`src/rtl/to_rec_fn_pkg.sv`:
```
// Shared constants for the binary32 -> recoded-format converter.
package to_rec_fn_pkg;
   localparam int EXP_W     = 8;
   localparam int FRAC_W    = 23;
   localparam int REC_EXP_W = 9;

   localparam logic [REC_EXP_W-1:0] REC_BIAS_ADJ = 9'h081;
   localparam logic [REC_EXP_W-1:0] REC_EXP_INF  = 9'h180;
   localparam logic [REC_EXP_W-1:0] REC_EXP_NAN  = 9'h1C0;
   localparam logic [31:0]          CANON_NAN_SIG = 32'hC0000000;
endpackage

```
`src/rtl/to_rec_fn_lzc.sv`:
```
// Leading-zero count of a 23-bit fraction; an all-zero input reports FRAC_W.
module to_rec_fn_lzc
   import to_rec_fn_pkg::*;
(
   input  logic [FRAC_W-1:0] f,
   output logic [4:0]        cnt
);

   // Later (higher) set bits overwrite, so the most significant one wins.
   always_comb begin
      cnt = 5'(FRAC_W);
      for (int i = 0; i < FRAC_W; i++) begin
         if (f[i]) cnt = 5'(FRAC_W - 1 - i);
      end
   end

endmodule

```
`src/rtl/to_rec_fn.sv`:
```
// IEEE binary32 to recoded exponent/significand form, one register stage.
// Define TO_REC_FN_CANON_NAN_EN to replace every NaN by the canonical quiet NaN.
module to_rec_fn
   import to_rec_fn_pkg::*;
(
   input  logic        clk,
   input  logic        rst,
   input  logic        in_valid,
   input  logic [31:0] fp,
   output logic        out_valid,
   output logic        sign,
   output logic [8:0]  exp,
   output logic [31:0] sig,
   output logic        isNAN,
   output logic        isINf,
   output logic        isZero,
   output logic        isNormalize,
   output logic        isUnormalize
);

   logic [EXP_W-1:0]     e;
   logic [FRAC_W-1:0]    f;
   logic [FRAC_W-1:0]    frac_sh;
   logic [4:0]           lz;
   logic                 e_zero, e_max, f_zero;
   logic                 c_nan, c_inf, c_zero, c_norm, c_unorm;
   logic                 rec_sign;
   logic [REC_EXP_W-1:0] rec_exp;
   logic [31:0]          rec_sig;

   logic                 out_valid_d, out_valid_q;
   logic                 sign_d, sign_q;
   logic [REC_EXP_W-1:0] exp_d, exp_q;
   logic [31:0]          sig_d, sig_q;
   logic [4:0]           flags_d, flags_q;

   assign e = fp[30:23];
   assign f = fp[22:0];

   to_rec_fn_lzc u_lzc (
      .f   (f),
      .cnt (lz)
   );

   always_comb begin
      e_zero  = (e == '0);
      e_max   = &e;
      f_zero  = (f == '0);
      c_zero  = e_zero & f_zero;
      c_unorm = e_zero & ~f_zero;
      c_inf   = e_max & f_zero;
      c_nan   = e_max & ~f_zero;
      c_norm  = ~e_zero & ~e_max;

      // Shift out the leading one so it becomes the hidden bit.
      frac_sh  = f << (lz + 5'd1);
      rec_sign = fp[31];
      rec_exp  = '0;
      rec_sig  = '0;
      if (c_norm) begin
         rec_exp = {1'b0, e} + REC_BIAS_ADJ;
         rec_sig = {1'b1, f, 8'h00};
      end else if (c_unorm) begin
         rec_exp = REC_BIAS_ADJ - {4'b0000, lz};
         rec_sig = {1'b1, frac_sh, 8'h00};
      end else if (c_inf) begin
         rec_exp = REC_EXP_INF;
         rec_sig = 32'h8000_0000;
      end else if (c_nan) begin
         rec_exp = REC_EXP_NAN;
`ifdef TO_REC_FN_CANON_NAN_EN
         rec_sign = 1'b0;
         rec_sig  = CANON_NAN_SIG;
`else
         rec_sig  = {1'b1, f, 8'h00};
`endif
      end

      // Data holds across idle cycles; only the valid strobe drops.
      out_valid_d = in_valid;
      sign_d      = sign_q;
      exp_d       = exp_q;
      sig_d       = sig_q;
      flags_d     = flags_q;
      if (in_valid) begin
         sign_d  = rec_sign;
         exp_d   = rec_exp;
         sig_d   = rec_sig;
         flags_d = {c_nan, c_inf, c_zero, c_norm, c_unorm};
      end
   end

   always_ff @(posedge clk) begin
      if (rst) begin
         out_valid_q <= 1'b0;
         sign_q      <= 1'b0;
         exp_q       <= '0;
         sig_q       <= '0;
         flags_q     <= '0;
      end else begin
         out_valid_q <= out_valid_d;
         sign_q      <= sign_d;
         exp_q       <= exp_d;
         sig_q       <= sig_d;
         flags_q     <= flags_d;
      end
   end

   assign out_valid    = out_valid_q;
   assign sign         = sign_q;
   assign exp          = exp_q;
   assign sig          = sig_q;
   assign isNAN        = flags_q[4];
   assign isINf        = flags_q[3];
   assign isZero       = flags_q[2];
   assign isNormalize  = flags_q[1];
   assign isUnormalize = flags_q[0];

endmodule

```
`config.mk`:
```
export PLATFORM = sky130hd
export DESIGN_NAME = to_rec_fn
export DESIGN_NICKNAME = d
export VERILOG_FILES = /design/src/rtl/to_rec_fn_pkg.sv /design/src/rtl/to_rec_fn_lzc.sv /design/src/rtl/to_rec_fn.sv
export SDC_FILE = /design/constraint.sdc
export NUM_CORES = 1
export LEC_CHECK = 0
export ABC_AREA = 0
export BUFFER_PORTS_ARGS = -buffer_cell sky130_fd_sc_hd__buf_2
export CAP_MARGIN = 20
export CORE_MARGIN = 2
export CORE_UTILIZATION = 45
export CTS_CLUSTER_SIZE = 14
export DETAILED_ROUTE_END_ITERATION = 8
export GPL_TIMING_DRIVEN = 0
export PLACE_DENSITY = 0.71
export SLEW_MARGIN = 20
export SYNTH_ARGS = -nofsm -noshare
export SYNTH_HDL_FRONTEND = slang
export SYNTH_HIERARCHICAL = 1
export SYNTH_SLANG_ARGS = --single-unit
```
`constraint.sdc`:
```
create_clock -name clk -period 3.5 [get_ports clk]
set_input_delay 0.7 -clock clk [delete_from_list [all_inputs] [get_ports clk]]
set_output_delay 0.7 -clock clk [all_outputs]
set_load 0.005 [all_outputs]
```
==> flow_summary.ini, run 1 <==
[die]
die_y_microns = 92.4
core-area_sq_um = 7650
die_area_sq_um = 8530
rows = 32
ioPinCount = 83
chipWidth_microns = 92.4
initial_utilization_pct = 46.0

[place]
place_congestion = 1.06
portBuffers = 73
dpl-instance-area_sq_um = 4030
dp_hpwl_mm = 9.54

[critical_path]
critPathBufInv = 1
crit_chain = buf_2 -> or4_1 -> a31oi_1 -> o41a_1 -> ha_1 -> and3_1 -> a32oi_2 -> a211oi_4 -> a32oi_1 -> a211oi_1
slowest_delay_ns = 0.54
end_kind = register
critical_path.top_delay_family = compound AO/OA/AOI/OAI gates
crit_fanout = 11
cp.required_ns = 3.72
crit_type = input pin to register
arrival_ns = 3.61
cp_num_cells = 10
slowest_stage = or4_1
startpoint_type = input pin
rr_worst_depth = 3

[worst_hold_path]
holdPathStages = 2
hold_class = register to register

[power]
ir_worst_vdd_mv = 0.191
p_total_w = 0.00139
leakage_nw = 1.72
p_per_area_nw_per_um2 = 325

[yosys]
async_flop_share_pct = 0
ys_seq_area_share_pct = 22.8
syn_area_sq_um = 3510
synth-edff-count = 0
ys.flop_type = dfxtp_1
syn_avg_cell_area_sq_um = 8.27
postSynthCellCount = 425
synth.ff_latch_count = 40
synth_cell_type_count = 64
yosysWarnings = 6

[drt]
vias = 3822
vias_per_cell = 6.20
routedWlPerCell_microns = 20.6
drtAntennaViolNets = 0
drt_iter0_drc = 399
drc_errors = 0
dr.pass1.iters = 5
wirelength_mm = 12.7

[global_routing]
grt_max_degree = 14
grt_overflow_total = 0
antenna_found_initial = 0
grt_pass1_vias = 3568
grt_pass1_wl_mm = 19.9
track_usage_pct = 30.0

[timing]
fin_worst_skew_ns = 0
tightest_slew_ns = 0.614
fin_crit_sh_pct = 96.7
drv_slew = 0
finalHoldViolCount = 0
post-route-min-period_ns = 3.38
setup_viol = 0
whs_ns = 0.470
clock.fmax_mhz = 295
rsz0062_at_grt = false
slew_headroom_pct = 59.0

[cts]
cts_sinks = 40
path_clk_slew_ns = 0.08
cts-root-buf = clkbuf_8
cts_tree = yes
h-tree-depth = 2
cts-buffers-inserted = 5
cts_max_path_buffers = 2
cts.hold.buffers_added = 0
clkLatencyLatePin_ns = 0.30

[cells_and_area]
fin_area_sq_um = 4280
synthToLayoutAreaGrowth_pct = 21.7
drive_gt1_share_pct = 29.0
final_net_count = 553
post-route-util_pct = 55.9
antenna_cells = 0

[outcome]
run_status = finished, final reports clean

[job]
drv_cap = 0
[kinds of logic after synthesis]
group                      synth area share [%]
xor gates and xnor gates                   3.20
DFF                                        22.8
AOI/OAI and AO/OA                          22.5
muxes                                      18.6
other                                     0.107
and+or+nand+nor                            23.5
adders and majority gates                  1.78
buffers and inverters                      7.58
[report_power, final]
group          switching (W)  internal, W
sequential         0.0000136     0.000484
combinational       0.000270     0.000201
clock               0.000189     0.000234
[layer usage]
| metal | vias up | GRT usage [%] | share of wire [%] |
|---|---|---|---|
| li1 | 1763 | - | - |
| met1 | 1800 | 42.0 | 44 |
| met2 | 229 | 46.4 | 45 |
| met3 | 30 | 5.78 | 8.8 |
| met4 | 0 | 9.95 | 2.7 |
| met5 | - | 0 | 0 |
[layout by cell type (no fill, tap or decap), types with 6 or more instances in the layout]
master / instances
nand3_1: 12
mux2i_1: 23
mux4_2: 14
nor2_1: 55
a21oi_1: 17
and2_1: 6
o21ai_0: 7
nor4_1: 7
buf_4: 11
clkbuf_1: 13
conb_1: 8
dfxtp_1: 40
a211oi_1: 10
nor3_1: 25
xnor2_1: 6
inv_1: 10
a221oi_1: 16
a31oi_1: 8
nand2_1: 31
buf_2: 78
nor2b_1: 6
clkbuf_8: 6
[metrics by stage]
step           std cells  worst slack, ns  setup TNS, ns
5_1_grt              616          0.00170              0
6_report             616            0.116              0
3_5_place_dp         607           -0.944         -16.69
4_1_cts              614           0.0260              0
3_3_place_gp         607           -0.917         -16.38
2_1_floorplan        432            0.154              0
[sequential cells by signal (all words and copies together) (netlist names)]
name and count:
exp 9, flags_q 5, out_valid 1, sig 24, sign 1
[cell usage after synthesis (3+ instances only)]
cell / count / share of area, %
nor2b_1: 6 / 1.1
buf_4: 8 / 1.7
ha_1: 5 / 1.8
a21oi_1: 17 / 2.4
dfxtp_1: 40 / 23
buf_2: 8 / 1.1
mux4_2: 13 / 8.3
o211ai_1: 3 / 0.64
a31oi_1: 8 / 1.4
o21ai_1: 6 / 0.85
o21bai_1: 3 / 0.64
a311oi_2: 5 / 2.1
nand4_1: 5 / 0.89
mux2_1: 4 / 1.3
a221oi_1: 16 / 4.0
nand3_1: 12 / 1.7
nand2b_1: 3 / 0.53
nor2_1: 55 / 5.9
mux2i_1: 24 / 6.8
nor3b_1: 3 / 0.64
xor2_1: 5 / 1.2
nand2_1: 32 / 3.4
inv_1: 10 / 1.1
and2_1: 6 / 1.1
a311oi_1: 4 / 1.0
o21ai_0: 7 / 1.0
a211oi_2: 3 / 1.1
a211oi_1: 10 / 2.1
xnor2_1: 6 / 1.5
nand3b_1: 3 / 0.64
nor3_1: 25 / 3.6
clkbuf_1: 17 / 1.8
nor4_1: 7 / 1.2
buf_6: 3 / 0.96
[final timing paths]
path	slack [ns]	to	start
max	0.12	sig[11]	fp[17]
min	0.47	flags_q[2]	flags_q[2]
max reg2reg	2.62	sig[27]	sig[27]
min reg2reg	0.47	flags_q[2]	flags_q[2]
[area by class of cell]
| type | instances | area (sq um) |
|---|---|---|
| Multi-Input combinational cell | 342 | 2570 |
| Tap cell | 102 | 128 |
| Clock buffer | 6 | 82.6 |
| Inverter | 11 | 41.3 |
| Clock inverter | 2 | 38.8 |
| Timing Repair Buffer | 75 | 380 |
| Fill cell | 760 | 3370 |
| Buffer | 38 | 239 |
| Sequential cell | 40 | 801 |
[worst reg2reg max path: stages (launching register included)]
cell and delay [ns]:
dfxtp_1 0.31, nor3b_1 0.13, a31oi_1 0.20, o31ai_1 0.12
[timing repair]
action,in CTS,in global routing
gates resized for setup,18,7
hold endpoints to repair,0,0
endpoints found under the setup margin,23,12
buffers inserted,0,2
pin swaps,0,1
(Power assumes the default switching activity.)
==> run 2: changes to the inputs <==
--- a/config.mk
+++ b/config.mk
@@ -6,7 +6,7 @@
 export NUM_CORES = 1
 export LEC_CHECK = 0
 export ABC_AREA = 0
-export BUFFER_PORTS_ARGS = -buffer_cell sky130_fd_sc_hd__buf_2
+export BUFFER_PORTS_ARGS = -buffer_cell sky130_fd_sc_hd__buf_4
 export CAP_MARGIN = 20
 export CORE_MARGIN = 2
 export CORE_UTILIZATION = 45
==> constraint.sdc (replaced) <==
create_clock -name clk -period 2.7 [get_ports clk]
set_input_delay 0.54 -clock clk [delete_from_list [all_inputs] [get_ports clk]]
set_output_delay 0.54 -clock clk [all_outputs]
set_load 0.005 [all_outputs]
==> flow_summary.ini, run 2 (synthesized netlist as in run 1, its figures left out) <==
[drt]
wl_met1_mm = 5.46
drtAntennaViolNets = 0
drc_errors = 0
dr.pass1.iters = 6
routedWlPerCell_microns = 20.9
route.met2.wl_mm = 6.54
vias = 4037
wirelength_mm = 13.7
vias_per_cell = 6.17
wl_met3_mm = 1.26
topRoutingLayerUsed = met4
drt_iter0_drc = 351

[cells_and_area]
multiInputGateArea_sq_um = 3010
largest_reg_flops = 24
mostFrequentLayoutCells = buf_4, nor2_1, dfxtp_1
post-route-util_pct = 69.8
synthToLayoutAreaGrowth_pct = 51.9
fin_area_sq_um = 5340
layout_commonest_cell = buf_4
antenna_cells = 0
fillers = 619
final_net_count = 591
drive_gt1_share_pct = 44.2
regArea_sq_um = 801

[timing]
fin_worst_skew_ns = 0
clock.fmax_mhz = 334
slew_headroom_pct = 51.4
tightest_slew_ns = 0.728
whs_ns = 0.473
rsz0062_at_grt = true
drv_slew = 0
setup-tns-final_ns = -5.25
finalHoldViolCount = 0
setup_viol = 23
fin_crit_sh_pct = 111
final.setup.worst_slack_ns = -0.297
post-route-min-period_ns = 3.00

[global_routing]
antenna_found_initial = 0
grt_overflow_total = 0
track_usage_pct = 31.4
grt_pass1_vias = 3689
grt_max_degree = 13
grt_pass1_wl_mm = 20.8

[place]
place_congestion = 0.961
dp_hpwl_mm = 10.0
dpl-instance-area_sq_um = 4340
portBuffers = 73

[die]
initial_utilization_pct = 46.0
ioPinCount = 83
die_area_sq_um = 8530
core-area_sq_um = 7650
die_y_microns = 92.4
chipWidth_microns = 92.4
rows = 32

[cts]
cts_sinks = 40
cts-root-buf = clkbuf_8
path_clk_slew_ns = 0.07
h-tree-depth = 2
cts_max_path_buffers = 2
cts-buffers-inserted = 5
cts.hold.buffers_added = 0
clkLatencyLatePin_ns = 0.29
cts_tree = yes

[critical_path]
crit_fanout = 4
cp.required_ns = 2.91
startpoint_type = input pin
end_kind = register
arrival_ns = 3.20
crit_type = input pin to register

[job]
drv_cap = 0

[power]
ir_worst_vdd_mv = 0.176
p_per_area_nw_per_um2 = 364
leakage_nw = 2.06

[outcome]
run_status = finished with violations
violations = negative setup slack

[worst_hold_path]
hold_class = register to register
==> run 2: changes by cell type in the layout (fill, tap and decap cells not counted), moves of 5 or more <==
cell,change
a221oi_2,+6
nor2_1,-8
buf_6,+15
buf_2,-74
buf_12,+7
o21ai_2,+5
buf_4,+90
nor2_2,+5
a221oi_1,-10
==> run 2: timing repair <==
item	CTS	global route
endpoints found under the setup margin	23	23
buffers inserted	29	10
pin swaps	40	18
cloned	1	0
gates resized for setup	96	27
==> run 2: final timing paths <==
kind | start | end | slack [ns] | depth (start not counted)
max | fp[14] | sig[24] | -0.30 | 11
min | flags_q[4] | flags_q[4] | 0.47 | 2
max reg2reg | sig[26] | sig[26] | 1.84 | 3
min reg2reg | flags_q[4] | flags_q[4] | 0.47 | 2
==> run 2: stage by stage <==
step / power (W) / setup slack [ns] / instances
floorplan: 0.00105 / -0.309 / 432
global placement: 0.00129 / -1.09 / 607
detailed placement: 0.00129 / -1.06 / 607
CTS: 0.00189 / -0.292 / 644
global route: 0.00202 / -0.399 / 654
finish: 0.00194 / -0.297 / 654
==> run 2: final cells by class <==
| cell class | count | area share (%) |
|---|---|---|
| multi-input cells | 342 | 56.3 |
| repair buffers | 113 | 18.3 |
| flip-flops and latches | 40 | 15.0 |
| plain buffers | 38 | 5.13 |
| well taps | 102 | 2.39 |
| clock buffers | 6 | 1.36 |
| inverters | 11 | 0.773 |
| clock inverters | 2 | 0.656 |
==> run 2: per-layer routing <==
metal	up-vias	track usage, %
met1	1918	42.2
met2	235	52.8
met3	30	4.15
met4	0	9.20
met5	-	0
li1	1854	-
==> run 2: where the power goes <==
| group | switching, W | total [W] | internal [W] |
|---|---|---|---|
| registers | 0.0000199 | 0.000647 | 0.000627 |
| clock network | 0.000203 | 0.000477 | 0.000274 |
| logic | 0.000420 | 0.000819 | 0.000400 |
==> run 2: worst max-delay path, cell delays in order <==
cell	delay, ns
buf_12	0.10
or4_4	0.53
a31oi_4	0.18
o41a_1	0.25
ha_4	0.23
xor2_4	0.27
mux4_2	0.55
buf_4	0.17
a21oi_2	0.11
a211oi_2	0.07
a211oi_2	0.21
